**src/rtl/chip_bridge_tx.sv**
```systemverilog
// chip_bridge_tx: transmit half of the off-chip bridge.
// Per-channel input FIFOs, per-channel credit counters, round-robin flit
// arbitration and LSB-first serialisation of each flit into LINK_W beats.
// Optional feature macro: CHIP_BRIDGE_TX_PARITY_EN (registered beat parity).
module chip_bridge_tx #(
    parameter int unsigned NUM_CH     = 3,
    parameter int unsigned FLIT_W     = 64,
    parameter int unsigned LINK_W     = 32,
    parameter int unsigned FIFO_DEPTH = 4,
    parameter int unsigned CREDITS    = 8
) (
    input  logic                          chip_clk,
    input  logic                          rst,
    input  logic [NUM_CH*FLIT_W-1:0]      network_out,
    input  logic [NUM_CH-1:0]             data_out_val,
    output logic [NUM_CH-1:0]             data_out_rdy,
    output logic [LINK_W-1:0]             intcnct_data_out,
    output logic [$clog2(NUM_CH+1)-1:0]   intcnct_channel_out,
    input  logic [NUM_CH-1:0]             intcnct_credit_back_out,
    output logic                          intcnct_parity_out,
    output logic                          credit_err
);

    localparam int unsigned BEATS  = FLIT_W / LINK_W;
    localparam int unsigned CH_W   = $clog2(NUM_CH + 1);
    localparam int unsigned IDX_W  = (NUM_CH > 1) ? $clog2(NUM_CH) : 1;
    localparam int unsigned PTR_W  = $clog2(FIFO_DEPTH);
    localparam int unsigned CNT_W  = $clog2(FIFO_DEPTH + 1);
    localparam int unsigned CRD_W  = $clog2(CREDITS + 1);
    localparam int unsigned BEAT_W = (BEATS > 1) ? $clog2(BEATS) : 1;

    typedef enum logic {IDLE, SEND} state_t;

    // FIFO storage and bookkeeping
    logic [FLIT_W-1:0] mem [NUM_CH][FIFO_DEPTH];
    logic [PTR_W-1:0]  wr_ptr [NUM_CH];
    logic [PTR_W-1:0]  rd_ptr [NUM_CH];
    logic [CNT_W-1:0]  count [NUM_CH];
    logic [CNT_W-1:0]  count_nxt [NUM_CH];
    logic [CRD_W-1:0]  credit [NUM_CH];

    logic [NUM_CH-1:0] push_c;
    logic [NUM_CH-1:0] pop_c;
    logic [NUM_CH-1:0] elig_c;
    logic [IDX_W-1:0]  pick_c;
    logic              any_c;
    logic              grant_c;
    logic              last_beat_c;
    logic              ovf_c;
    logic [FLIT_W-1:0] head_c;
    logic [CH_W-1:0]   nxt_ch;
    logic [LINK_W-1:0] nxt_data;

    // Scheduler state
    state_t            state;
    logic [BEAT_W-1:0] beat_q;
    logic [FLIT_W-1:0] shift_q;
    logic [IDX_W-1:0]  last_q;

    assign push_c      = data_out_val & data_out_rdy;
    assign last_beat_c = (state == SEND) && (beat_q == BEAT_W'(BEATS - 1));
    assign grant_c     = any_c && ((state == IDLE) || last_beat_c);
    assign head_c      = mem[pick_c][rd_ptr[pick_c]];

    // Occupancy update, eligibility, pops and credit overflow detection
    always_comb begin
        ovf_c = 1'b0;
        for (int i = 0; i < NUM_CH; i++) begin
            count_nxt[i] = count[i];
            if (push_c[i] && !pop_c[i]) begin
                count_nxt[i] = count[i] + CNT_W'(1);
            end else if (pop_c[i] && !push_c[i]) begin
                count_nxt[i] = count[i] - CNT_W'(1);
            end
            elig_c[i] = (count[i] != '0) && (credit[i] != '0);
            pop_c[i]  = grant_c && (pick_c == IDX_W'(i));
            if (intcnct_credit_back_out[i] && !pop_c[i] && (credit[i] == CRD_W'(CREDITS))) begin
                ovf_c = 1'b1;
            end
        end
    end

    // Round-robin search starting one past the last granted channel
    always_comb begin
        int unsigned idx;
        idx    = 0;
        pick_c = last_q;
        any_c  = 1'b0;
        for (int unsigned k = 1; k <= NUM_CH; k++) begin
            idx = 32'(last_q) + k;
            if (idx >= NUM_CH) begin
                idx = idx - NUM_CH;
            end
            if (!any_c && elig_c[IDX_W'(idx)]) begin
                pick_c = IDX_W'(idx);
                any_c  = 1'b1;
            end
        end
    end

    // Next beat to drive on the link (zero when the link goes idle)
    always_comb begin
        nxt_ch   = '0;
        nxt_data = '0;
        if (grant_c) begin
            nxt_ch   = CH_W'(pick_c) + CH_W'(1);
            nxt_data = head_c[LINK_W-1:0];
        end else if ((state == SEND) && !last_beat_c) begin
            nxt_ch   = intcnct_channel_out;
            nxt_data = shift_q[LINK_W-1:0];
        end
    end

    // FIFO payload writes; storage needs no reset
    always_ff @(posedge chip_clk) begin
        for (int i = 0; i < NUM_CH; i++) begin
            if (push_c[i]) begin
                mem[i][wr_ptr[i]] <= network_out[i*FLIT_W +: FLIT_W];
            end
        end
    end

    // FIFO pointers, occupancy and registered ready
    always_ff @(posedge chip_clk or posedge rst) begin
        if (rst) begin
            for (int i = 0; i < NUM_CH; i++) begin
                wr_ptr[i] <= '0;
                rd_ptr[i] <= '0;
                count[i]  <= '0;
            end
            data_out_rdy <= '1;
        end else begin
            for (int i = 0; i < NUM_CH; i++) begin
                if (push_c[i]) begin
                    wr_ptr[i] <= wr_ptr[i] + PTR_W'(1);
                end
                if (pop_c[i]) begin
                    rd_ptr[i] <= rd_ptr[i] + PTR_W'(1);
                end
                count[i]        <= count_nxt[i];
                data_out_rdy[i] <= (count_nxt[i] != CNT_W'(FIFO_DEPTH));
            end
        end
    end

    // Credit counters: grant spends, return refills, saturating at CREDITS
    always_ff @(posedge chip_clk or posedge rst) begin
        if (rst) begin
            for (int i = 0; i < NUM_CH; i++) begin
                credit[i] <= CRD_W'(CREDITS);
            end
            credit_err <= 1'b0;
        end else begin
            for (int i = 0; i < NUM_CH; i++) begin
                if (pop_c[i] && !intcnct_credit_back_out[i]) begin
                    credit[i] <= credit[i] - CRD_W'(1);
                end else if (!pop_c[i] && intcnct_credit_back_out[i] &&
                             (credit[i] != CRD_W'(CREDITS))) begin
                    credit[i] <= credit[i] + CRD_W'(1);
                end
            end
            if (ovf_c) begin
                credit_err <= 1'b1;
            end
        end
    end

    // Scheduler FSM and registered link outputs
    always_ff @(posedge chip_clk or posedge rst) begin
        if (rst) begin
            state               <= IDLE;
            beat_q              <= '0;
            shift_q             <= '0;
            last_q              <= IDX_W'(NUM_CH - 1);
            intcnct_channel_out <= '0;
            intcnct_data_out    <= '0;
        end else begin
            intcnct_channel_out <= nxt_ch;
            intcnct_data_out    <= nxt_data;
            case (state)
                IDLE: begin
                    if (grant_c) begin
                        state   <= SEND;
                        beat_q  <= '0;
                        shift_q <= head_c >> LINK_W;
                        last_q  <= pick_c;
                    end
                end
                SEND: begin
                    if (grant_c) begin
                        beat_q  <= '0;
                        shift_q <= head_c >> LINK_W;
                        last_q  <= pick_c;
                    end else if (last_beat_c) begin
                        state <= IDLE;
                    end else begin
                        beat_q  <= beat_q + BEAT_W'(1);
                        shift_q <= shift_q >> LINK_W;
                    end
                end
                default: state <= IDLE;
            endcase
        end
    end

`ifdef CHIP_BRIDGE_TX_PARITY_EN
    // Parity over channel tag and data, registered alongside the beat
    always_ff @(posedge chip_clk or posedge rst) begin
        if (rst) begin
            intcnct_parity_out <= 1'b0;
        end else begin
            intcnct_parity_out <= ^{nxt_ch, nxt_data};
        end
    end
`else
    assign intcnct_parity_out = 1'b0;
`endif

endmodule

```
**config.mk**
```make
export PLATFORM = sky130hd
export DESIGN_NAME = chip_bridge_tx
export DESIGN_NICKNAME = d
export VERILOG_FILES = /design/src/rtl/chip_bridge_tx.sv
export SDC_FILE = /design/constraint.sdc
export NUM_CORES = 1
export LEC_CHECK = 0
export CAP_MARGIN = 10
export CORE_ASPECT_RATIO = 2
export CORE_MARGIN = 5
export CORE_UTILIZATION = 30
export CTS_CLUSTER_DIAMETER = 30
export DETAILED_ROUTE_END_ITERATION = 7
export MAX_ROUTING_LAYER = met4
export PLACE_DENSITY = 0.46
export SLEW_MARGIN = 25
export SYNTH_ARGS = -nofsm -noshare
export SYNTH_HDL_FRONTEND = slang
export SYNTH_SLANG_ARGS = --single-unit
```
**constraint.sdc**
```tcl
create_clock -name chip_clk -period 11.2 [get_ports chip_clk]
set_input_delay 2.24 -clock chip_clk [delete_from_list [all_inputs] [get_ports chip_clk]]
set_output_delay 2.24 -clock chip_clk [all_outputs]
set_load 0.02 [all_outputs]
```
==> out/metrics.cfg, run 1 <==
[run_status]
status=completed

[clocking]
ctsRootBufferMaster=sky130_fd_sc_hd__clkbuf_16
post_cts_hold_buffer_count=0
cts_tree=yes
cts_resized=0
clk_pin_slew_worst_paths_ns=0.06
clock_tree.buffer_depth=3
cts_inserted_buffers=113
htree_levels=3
cts.sink_count=875
cts_post_setup_buffers_inserted=0
insertion_delay_ns=0.71

[synthesis]
synth.cell_area_um2=35500
async_flop_share_pct=12.2
synth_ff_type=sky130_fd_sc_hd__edfxtp_1
synth.distinct_cells=70
cell_count_after_synthesis=2209
ys_seq_elements=875
post_synth.cell_area_avg_um2=16.1
number_of_warning_messages_in_the_yosys_log=0
synth_fp_nets=2439
seq_area_frac_synth_pct=72.4
synth_enable_flop_cells=768

[power_and_ir_drop]
cellPowerDensity_nw_per_um2=350
ir_drop_mv=0.330
power.combinational.fraction_pct=45.1
cell_internal_pwr_mw=8.90
static-leakage-power_nw=15.7
netSwitchingPower_mw=6.36
pwr-share-seq_pct=30.9
power.share.clock_pct=24.0
power.switching_fraction_pct=41.7

[setup_path]
crit_path_end_kind=register
start_kind=register
crit_path_top_delay_cell=sky130_fd_sc_hd__dfstp_2
ff2ff_path_depth=18
worst-path-buf-inv=4
criticalPathCategory=reg2reg
crit_top_cell=sky130_fd_sc_hd__ha_1
timing.critical_path.max_delay_family=buffers and inverters
max_incr_delay_on_cp_ns=0.55
critical_path_cell_count=18
cp.arrival_ns=5.41
worst-path-max-fanout=36
cp.required_ns=11.82
cell_breakdown_of_the_critical_path=inv_1 > ha_1 > nand2_1 > nor3_1 > a31oi_2 > and4_2 > buf_4 > nor2_4 > inv_2 > buf_4 > ha_1 > nand3_1 > nor2_1 > xor2_1 > ha_1 > nor2_1 > a32oi_1 > xnor2_1

[grt]
antenna_found_initial=17
maximum_number_of_pins_on_one_net_before_global_route_repair=66
grt_pass1_vias=21865
grt_first_pass_wirelength_mm=157
gr-total-overflow=0
gr-usage-all-layers_pct=17.8

[timing]
setup_ws_ns=6.41
report.final.hold_viol_count=0
max_clock_freq_mhz=209
worst_pin_slew_ns=1.06
finalClockSkew_ns=0.0224
whs_ns=0.486
timing.final.max_slew_violations=0
setup_violations=0
period_utilization_post_route_pct=42.8
timing.setup.tns_ns=0
relSlewSlack_pct=29.6
grt_setup_unrepaired=false
layout_min_cycle_time_ns=4.79

[die]
design.portCount=239
floorplan.die.width_um=253
initial_core_utilization_pct=30.2
fp.dieH_um=497
core.rowCount=178
design.die.area_um2=126000
fp.coreArea_um2=118000

[route]
route.detailed.wl_per_inst_um=27.0
drt-vias-per-instance=4.96
drtIter0Drc=1182
route.final.wire_length_mm=111
vias=20360
count_of_antenna_violating_nets_left_after_detailed_routing=0
detail_route.drc_violations=0
drt_pre_antenna_iters=7

[place]
detailedPlace.worstSlack_ns=6.41
io_buffer_count=237
dp_cells=3878
globalplace.congestion=0.808
hpwl_mm=71.0

[final_layout]
syn2layout_area_growth_pct=22.7
postLayoutCoreUtil_pct=37.1
final_net_count=2694
number_of_inserted_filler_cells_in_the_final_layout=11082
layout-drive-gt1-share_pct=16.2
final-instance-count-excl-fill=4108

[min_path]
holdCritPathClass=reg2reg
min_delay_path_depth=2

[flow_run]
max-cap-violations=0

==> metrics by stage <==
stage          power, mW  area [µm²]
3_5_place_dp        11.8       39600
2_1_floorplan       9.19       35500
3_3_place_gp        11.6       39600
5_1_grt             16.0       43600
4_1_cts             15.5       43500
6_report            15.3       43600
==> state kept, by name, indices dropped and copies added, names as in the netlist, 2 cells and up <==
name	cells
count	9
credit	12
data_out_rdy	3
intcnct_channel_out	2
intcnct_data_out	32
last_q	2
mem	768
rd_ptr	6
shift_q	32
wr_ptr	6
==> final timing paths <==
check	from	endpoint	slack, ns
max in group asynchronous	rst	credit[6]	7.85
hold / removal	last_q[1]	last_q[1]	0.49
setup / recovery	last_q[1]	credit[10]	6.41
hold reg to reg	last_q[1]	last_q[1]	0.49
setup reg to reg	last_q[1]	credit[10]	6.41
min in group asynchronous	rst	intcnct_data_out[12]	2.09
==> routing by layer <==
layer,part of all wire (%),wire [µm],GRT usage [%],vias to the layer above
met4,3.9,4290,7.39,0
met1,40,44000,20.4,10417
met2,51,56200,30.1,641
li1,-,-,-,9141
met3,5.6,6240,3.97,161
met5,0,0,-,-
==> synth_stat cells (22+ instances only) <==
| library cell | count | area share (%) |
|---|---|---|
| sky130_fd_sc_hd__edfxtp_1 | 768 | 65 |
| sky130_fd_sc_hd__mux2i_1 | 289 | 8.1 |
| sky130_fd_sc_hd__nand3_1 | 94 | 1.3 |
| sky130_fd_sc_hd__clkbuf_1 | 83 | 0.88 |
| sky130_fd_sc_hd__nand2_1 | 90 | 0.95 |
| sky130_fd_sc_hd__o21ai_0 | 192 | 2.7 |
| sky130_fd_sc_hd__inv_1 | 22 | 0.23 |
| sky130_fd_sc_hd__a221oi_1 | 22 | 0.54 |
| sky130_fd_sc_hd__mux2_2 | 123 | 3.9 |
| sky130_fd_sc_hd__a21oi_1 | 60 | 0.84 |
| sky130_fd_sc_hd__buf_2 | 38 | 0.54 |
| sky130_fd_sc_hd__a211o_1 | 54 | 1.3 |
| sky130_fd_sc_hd__xnor2_1 | 22 | 0.54 |
| sky130_fd_sc_hd__ha_1 | 30 | 1.1 |
| sky130_fd_sc_hd__dfrtp_1 | 100 | 7.0 |
| sky130_fd_sc_hd__nor2b_1 | 24 | 0.42 |
==> worst min-delay path, stage by stage, from the launching register on <==
cell and delay [ns]:
sky130_fd_sc_hd__dfstp_2 0.38, sky130_fd_sc_hd__nand2_1 0.05, sky130_fd_sc_hd__nand2_1 0.05
==> kinds of logic (layout without fill, tap and decap cells) <==
group                      count (synthesis)  in the layout  share of synthesized area, %
muxes                                    419            419                          12.3
adders and majority gates                 36             36                          1.23
other                                      1             16                        0.0106
DFF                                      875            875                          72.4
xor gates and xnor gates                  30             30                         0.739
AOI/OAI and AO/OA                        413            413                          7.45
buffers and inverters                    162            516                          1.97
and+or+nand+nor                          273            273                          3.88
==> cell usage in the layout (no fill, tap or decap), types with 8 or more instances in the layout <==
cell type	synthesis	layout
sky130_fd_sc_hd__inv_6	0	22
sky130_fd_sc_hd__o21ai_0	192	192
sky130_fd_sc_hd__a211oi_1	12	12
sky130_fd_sc_hd__edfxtp_1	768	768
sky130_fd_sc_hd__and3_4	0	12
sky130_fd_sc_hd__mux2_2	123	123
sky130_fd_sc_hd__ha_1	30	30
sky130_fd_sc_hd__clkinv_2	0	8
sky130_fd_sc_hd__clkinvlp_4	0	17
sky130_fd_sc_hd__a211o_1	54	53
sky130_fd_sc_hd__bufinv_16	0	9
sky130_fd_sc_hd__diode_2	0	15
sky130_fd_sc_hd__clkinv_1	1	9
sky130_fd_sc_hd__nor2_1	13	12
sky130_fd_sc_hd__a221oi_1	22	22
sky130_fd_sc_hd__xnor2_1	22	22
sky130_fd_sc_hd__mux2i_1	289	289
sky130_fd_sc_hd__o21ai_1	16	15
sky130_fd_sc_hd__clkinv_4	0	18
sky130_fd_sc_hd__nand4_1	8	8
sky130_fd_sc_hd__clkdlybuf4s50_1	0	237
sky130_fd_sc_hd__buf_4	2	37
sky130_fd_sc_hd__nand2_1	90	89
sky130_fd_sc_hd__dfrtp_1	100	98
sky130_fd_sc_hd__inv_1	22	21
sky130_fd_sc_hd__a21oi_1	60	60
sky130_fd_sc_hd__nand3_1	94	94
sky130_fd_sc_hd__xor2_1	8	8
sky130_fd_sc_hd__nor2b_1	24	23
sky130_fd_sc_hd__clkbuf_16	0	115
==> cell type report <==
| type | instances | area, µm² | area share (%) |
|---|---|---|---|
| Inverter | 25 | 104 | 0.238 |
| Clock buffer | 121 | 2910 | 6.68 |
| Timing Repair Buffer | 277 | 2700 | 6.19 |
| Multi-Input combinational cell | 1172 | 9190 | 21.1 |
| Antenna cell | 15 | 37.5 | 0.0861 |
| Sequential cell | 875 | 25800 | 59.1 |
| Tap cell | 1530 | 1910 | 4.39 |
| Clock inverter | 93 | 981 | 2.25 |
==> power by group through the flow <==
stage | combinational (mW) | clock [mW] | sequential (mW)
after global placement | 6.87 | 0 | 4.77
after CTS | 7.01 | 3.75 | 4.73
after detailed placement | 6.98 | 0 | 4.79
final | 6.89 | 3.66 | 4.71
after global routing | 7.40 | 3.88 | 4.77
after floorplan | 4.48 | 0 | 4.70
Power figures use the tool's default switching activity.
==> run 2, diff against run 1 <==
Clock period 11.2 ns to 4.9 ns, I/O delays scaled along.
==> run 2 against run 1 <==
Non-clock buffer count rose by 10. Total power up 140%. Critical endpoint unchanged. Via count rose by 2.1%. Die area stayed put. Largest cell class unchanged. Count of clock-buffer cells in the layout up 25. Flip-flop and latch count stayed put.
==> out/metrics.cfg, run 2 (same netlist as run 1, synthesis figures left out) <==
[run_status]
status=completed

[clocking]
clock_tree.buffer_depth=3
cts_post_setup_buffers_inserted=0
cts_tree=yes
cts_resized=0
cts_inserted_buffers=130
ctsRootBufferMaster=sky130_fd_sc_hd__clkbuf_16
htree_levels=4
post_cts_hold_buffer_count=0
clk_pin_slew_worst_paths_ns=0.06
cts.sink_count=875
insertion_delay_ns=0.74

[grt]
grt_first_pass_wirelength_mm=162
grt_pass1_vias=22522
maximum_number_of_pins_on_one_net_before_global_route_repair=67
gr-total-overflow=0
antenna_found_initial=24
gr-usage-all-layers_pct=18.5

[place]
detailedPlace.worstSlack_ns=0.582
hpwl_mm=71.8
io_buffer_count=237
globalplace.congestion=0.781

[timing]
finalClockSkew_ns=0.0235
timing.setup.tns_ns=0
period_utilization_post_route_pct=89.0
relSlewSlack_pct=34.8
report.final.hold_viol_count=0
timing.final.max_slew_violations=0
setup_ws_ns=0.541
grt_setup_unrepaired=false
worst_pin_slew_ns=0.979
max_clock_freq_mhz=229
setup_violations=0
layout_min_cycle_time_ns=4.36

[final_layout]
largest_register_ff_count=768
syn2layout_area_growth_pct=25.5
layout-drive-gt1-share_pct=17.0
most_common_library_cell_in_the_layout_ignoring_fill_and_taps=sky130_fd_sc_hd__edfxtp_1
most-common-layout-cells=sky130_fd_sc_hd__edfxtp_1 (768), sky130_fd_sc_hd__mux2i_1 (289), sky130_fd_sc_hd__clkdlybuf4s50_1 (237)
final_net_count=2721
number_of_inserted_filler_cells_in_the_final_layout=11119

[route]
drt-vias-per-instance=5.01
drtIter0Drc=1346
count_of_antenna_violating_nets_left_after_detailed_routing=0
drt_pre_antenna_iters=5
route.final.wire_length_mm=115
vias=20795
route.detailed.wl_per_inst_um=27.6
detail_route.drc_violations=0

[die]
design.portCount=239
initial_core_utilization_pct=30.2
fp.dieH_um=497
fp.coreArea_um2=118000
design.die.area_um2=126000
floorplan.die.width_um=253
core.rowCount=178

[setup_path]
worst-path-max-fanout=32
crit_path_end_kind=register
criticalPathCategory=reg2reg
cp.required_ns=5.55
cp.arrival_ns=5.01
start_kind=register

[power_and_ir_drop]
ir_drop_mv=1.01
static-leakage-power_nw=16.2
cellPowerDensity_nw_per_um2=825

[min_path]
holdCritPathClass=reg2reg

[flow_run]
max-cap-violations=0

[run 2: cell count changes in the layout (fill, tap and decap cells not counted), moves of 6 or more]
cell	before	now
sky130_fd_sc_hd__clkinv_4	18	11
sky130_fd_sc_hd__bufinv_16	9	20
sky130_fd_sc_hd__clkbuf_16	115	130
sky130_fd_sc_hd__inv_6	22	16
sky130_fd_sc_hd__clkbuf_1	5	14
sky130_fd_sc_hd__clkinv_2	8	16
sky130_fd_sc_hd__clkinvlp_4	17	10
sky130_fd_sc_hd__buf_4	37	31
sky130_fd_sc_hd__buf_12	0	18
[run 2: worst paths after layout]
check / startpoint / endpoint / slack (ns) / cells after the start
min in group asynchronous: rst / intcnct_data_out[29] / 0.72 / 2
setup reg to reg: last_q[1] / credit[10] / 0.54 / 15
setup / recovery: last_q[1] / credit[10] / 0.54 / 15
hold reg to reg: count[2] / count[2] / 0.49 / 1
max in group asynchronous: rst / shift_q[3] / 3.16 / 3
hold / removal: count[2] / count[2] / 0.49 / 1
[run 2: critical path: stages (launching register included)]
cell	delay, ns
sky130_fd_sc_hd__dfstp_2	0.56
sky130_fd_sc_hd__inv_1	0.06
sky130_fd_sc_hd__ha_1	0.40
sky130_fd_sc_hd__or3_1	0.42
sky130_fd_sc_hd__a21o_1	0.25
sky130_fd_sc_hd__o2111a_1	0.20
sky130_fd_sc_hd__o22ai_4	0.18
sky130_fd_sc_hd__buf_4	0.44
sky130_fd_sc_hd__ha_1	0.26
sky130_fd_sc_hd__nand3_1	0.29
sky130_fd_sc_hd__nor2_1	0.40
sky130_fd_sc_hd__xor2_1	0.21
sky130_fd_sc_hd__ha_1	0.19
sky130_fd_sc_hd__nor2_1	0.05
sky130_fd_sc_hd__a32oi_1	0.20
sky130_fd_sc_hd__xnor2_1	0.14
[run 2: metrics by stage]
step | utilization [%] | hold WS, ns | power [mW] | instance area, µm² | cells
global placement | 34.0 | 0.465 | 27.2 | 39900 | 3888
finish | 37.9 | 0.488 | 36.8 | 44600 | 4147
CTS | 37.9 | 0.488 | 37.3 | 44600 | 4131
detailed placement | 34.0 | 0.478 | 27.5 | 40000 | 3889
floorplan | - | 0.443 | 21.0 | 35500 | 2209
global route | 37.9 | 0.517 | 38.6 | 44600 | 4146
[run 2: power by group]
| part | internal (mW) | total, mW | switching, mW |
|---|---|---|---|
| Clock | 6.08 | 9.73 | 3.65 |
| Combinational | 5.73 | 16.2 | 10.5 |
| Sequential | 10.0 | 10.9 | 0.860 |
| Total | 21.8 | 36.8 | 15.0 |
[run 2: metal layers]
metal  vias up  GRT usage [%]  wire length (µm)
met5         -              -                 0
met4         0           6.71              3880
li1       9213              -                 -
met1     10719           21.0             45300
met3       208           3.63              5380
met2       655           32.5             60000
[run 2: layout make-up]
cell class              instances  area, µm²  area share (%)
diodes                         16       40.0          0.0898
flip-flops and latches        875      25800            57.7
repair buffers                287       2990            6.71
clock buffers                 146       3330            7.47
multi-input cells            1172       9190            20.6
inverters                      25        104           0.233
clock inverters                96       1270            2.85
well taps                    1530       1910            4.29
==> run 3, diff against run 2 <==
Settings changed: GPL_TIMING_DRIVEN from default to 0, PLACE_DENSITY 0.46 to 0.45.
==> run 3 against run 2 <==
Clock power decreased by 10%. Utilization is essentially flat. Via count up 0.21%. Final cell count increased by 2.2%. Fmax fell by 6.0%. Combinational power rose by 7%. Clock skew up 0.016 ns. Setup slack worse by 0.28 ns. Largest power group unchanged.
==> out/metrics.cfg, run 3 (same netlist as run 1, synthesis figures left out) <==
[route]
route.detailed.wl_per_inst_um=27.7
routed-wl-met2_mm=64.4
drtIter0Drc=1228
vias=20839
drt_pre_antenna_iters=5
count_of_antenna_violating_nets_left_after_detailed_routing=0
drt-vias-per-instance=4.92
route.final.wire_length_mm=117
detail_route.drc_violations=0
route.top_layer_used=met4
met3_wirelength_mm=5.67
wl_met1_mm=43.1

[timing]
period_utilization_post_route_pct=94.6
worst_pin_slew_ns=1.03
relSlewSlack_pct=31.1
timing.final.max_slew_violations=0
finalClockSkew_ns=0.0390
grt_setup_unrepaired=false
setup_ws_ns=0.265
setup_violations=0
whs_ns=0.486
max_clock_freq_mhz=216
report.final.hold_viol_count=0
layout_min_cycle_time_ns=4.64

[setup_path]
cp.required_ns=5.53
crit_path_end_kind=register
start_kind=register
cp.arrival_ns=5.26
criticalPathCategory=reg2reg
worst-path-max-fanout=20

[grt]
gr-usage-all-layers_pct=18.8
gr-total-overflow=0
antenna_found_initial=21
grt_first_pass_wirelength_mm=163
grt_pass1_vias=22802
maximum_number_of_pins_on_one_net_before_global_route_repair=66

[place]
hpwl_mm=86.3
io_buffer_count=237
globalplace.congestion=0.809
detailedPlace.worstSlack_ns=-0.402

[die]
design.die.area_um2=126000
fp.dieH_um=497
design.portCount=239
floorplan.die.width_um=253
initial_core_utilization_pct=30.2
core.rowCount=178
fp.coreArea_um2=118000

[final_layout]
most-common-layout-cells=sky130_fd_sc_hd__edfxtp_1 (768), sky130_fd_sc_hd__mux2i_1 (289), sky130_fd_sc_hd__clkdlybuf4s50_1 (237)
largest_register_ff_count=768
syn2layout_area_growth_pct=25.4
layout-drive-gt1-share_pct=16.6
final_net_count=2816
most_common_library_cell_in_the_layout_ignoring_fill_and_taps=sky130_fd_sc_hd__edfxtp_1

[clocking]
cts_resized=0
cts_inserted_buffers=118
cts_post_setup_buffers_inserted=0
cts.sink_count=875
clk_pin_slew_worst_paths_ns=0.05
cts_tree=yes
post_cts_hold_buffer_count=0
ctsRootBufferMaster=sky130_fd_sc_hd__clkbuf_16
htree_levels=3
insertion_delay_ns=0.73
clock_tree.buffer_depth=3

[min_path]
holdCritPathClass=reg2reg

[run_status]
status=completed

[power_and_ir_drop]
ir_drop_mv=0.472
cellPowerDensity_nw_per_um2=825
static-leakage-power_nw=16.1

[flow_run]
max-cap-violations=0

==> run 3: changes by cell type in the layout (fill, tap and decap cells not counted), sizes merged <==
cell,previous run,this run
clkbuf,146,215
buf,50,76
inv,46,51
diode,16,18
clkinvlp,10,17
clkinv,45,37
bufinv,20,11
==> run 3: metal layers <==
layer	vias to the layer above	track usage, %
met3	178	3.68
met5	-	-
li1	9398	-
met2	606	34.9
met4	0	6.54
met1	10657	19.7
==> run 3: per-stage QoR <==
step | utilization (%) | setup TNS, ns | instance area (µm²) | power [mW] | std cells
4_1_cts | 37.9 | 0 | 44500 | 37.3 | 4221
6_report | 37.9 | 0 | 44600 | 36.8 | 4239
5_1_grt | 37.9 | 0 | 44600 | 38.5 | 4237
2_1_floorplan | - | 0 | 35500 | 21.0 | 2209
3_3_place_gp | 33.9 | -526.60 | 39800 | 28.1 | 3976
3_5_place_dp | 34.4 | -2.00 | 40400 | 28.5 | 3999
==> run 3: area by class of cell <==
type                    count  area (µm²)
diodes                     18        45.0
inverters                  25         101
flip-flops and latches    875       25700
repair buffers            260        2910
clock buffers             134        3100
well taps                1530        1910
fillers                 11106       73000
plain buffers             134         602
multi-input cells        1172        9170
clock inverters            91         998
==> run 3: critical path: stages (launching register included) <==
cell	delay, ns
sky130_fd_sc_hd__dfstp_2	0.55
sky130_fd_sc_hd__inv_1	0.07
sky130_fd_sc_hd__ha_1	0.26
sky130_fd_sc_hd__buf_2	0.18
sky130_fd_sc_hd__or3_1	0.38
sky130_fd_sc_hd__a21o_1	0.25
sky130_fd_sc_hd__o2111a_1	0.19
sky130_fd_sc_hd__o22ai_4	0.26
sky130_fd_sc_hd__buf_2	0.59
sky130_fd_sc_hd__ha_1	0.27
sky130_fd_sc_hd__nand3_1	0.28
sky130_fd_sc_hd__nor2_1	0.38
sky130_fd_sc_hd__xor2_1	0.23
sky130_fd_sc_hd__ha_1	0.22
sky130_fd_sc_hd__nor2_1	0.07
sky130_fd_sc_hd__a32oi_1	0.21
sky130_fd_sc_hd__xnor2_1	0.15
==> run 3: worst paths after layout <==
check | from | end | slack, ns | cells past startpoint
setup / recovery | last_q[1] | credit[10] | 0.26 | 16
hold / removal | count[2] | count[2] | 0.49 | 1
setup reg to reg | last_q[1] | credit[10] | 0.26 | 16
hold reg to reg | count[2] | count[2] | 0.49 | 1
max in group asynchronous | rst | last_q[1] | 3.48 | 3
min in group asynchronous | rst | shift_q[0] | 0.68 | 2
==> run 3: power breakdown <==
part / total [mW] / switching [mW] / internal (mW)
Clock: 8.73 / 3.51 / 5.23
Sequential: 10.7 / 0.678 / 9.98
Combinational: 17.4 / 11.5 / 5.91
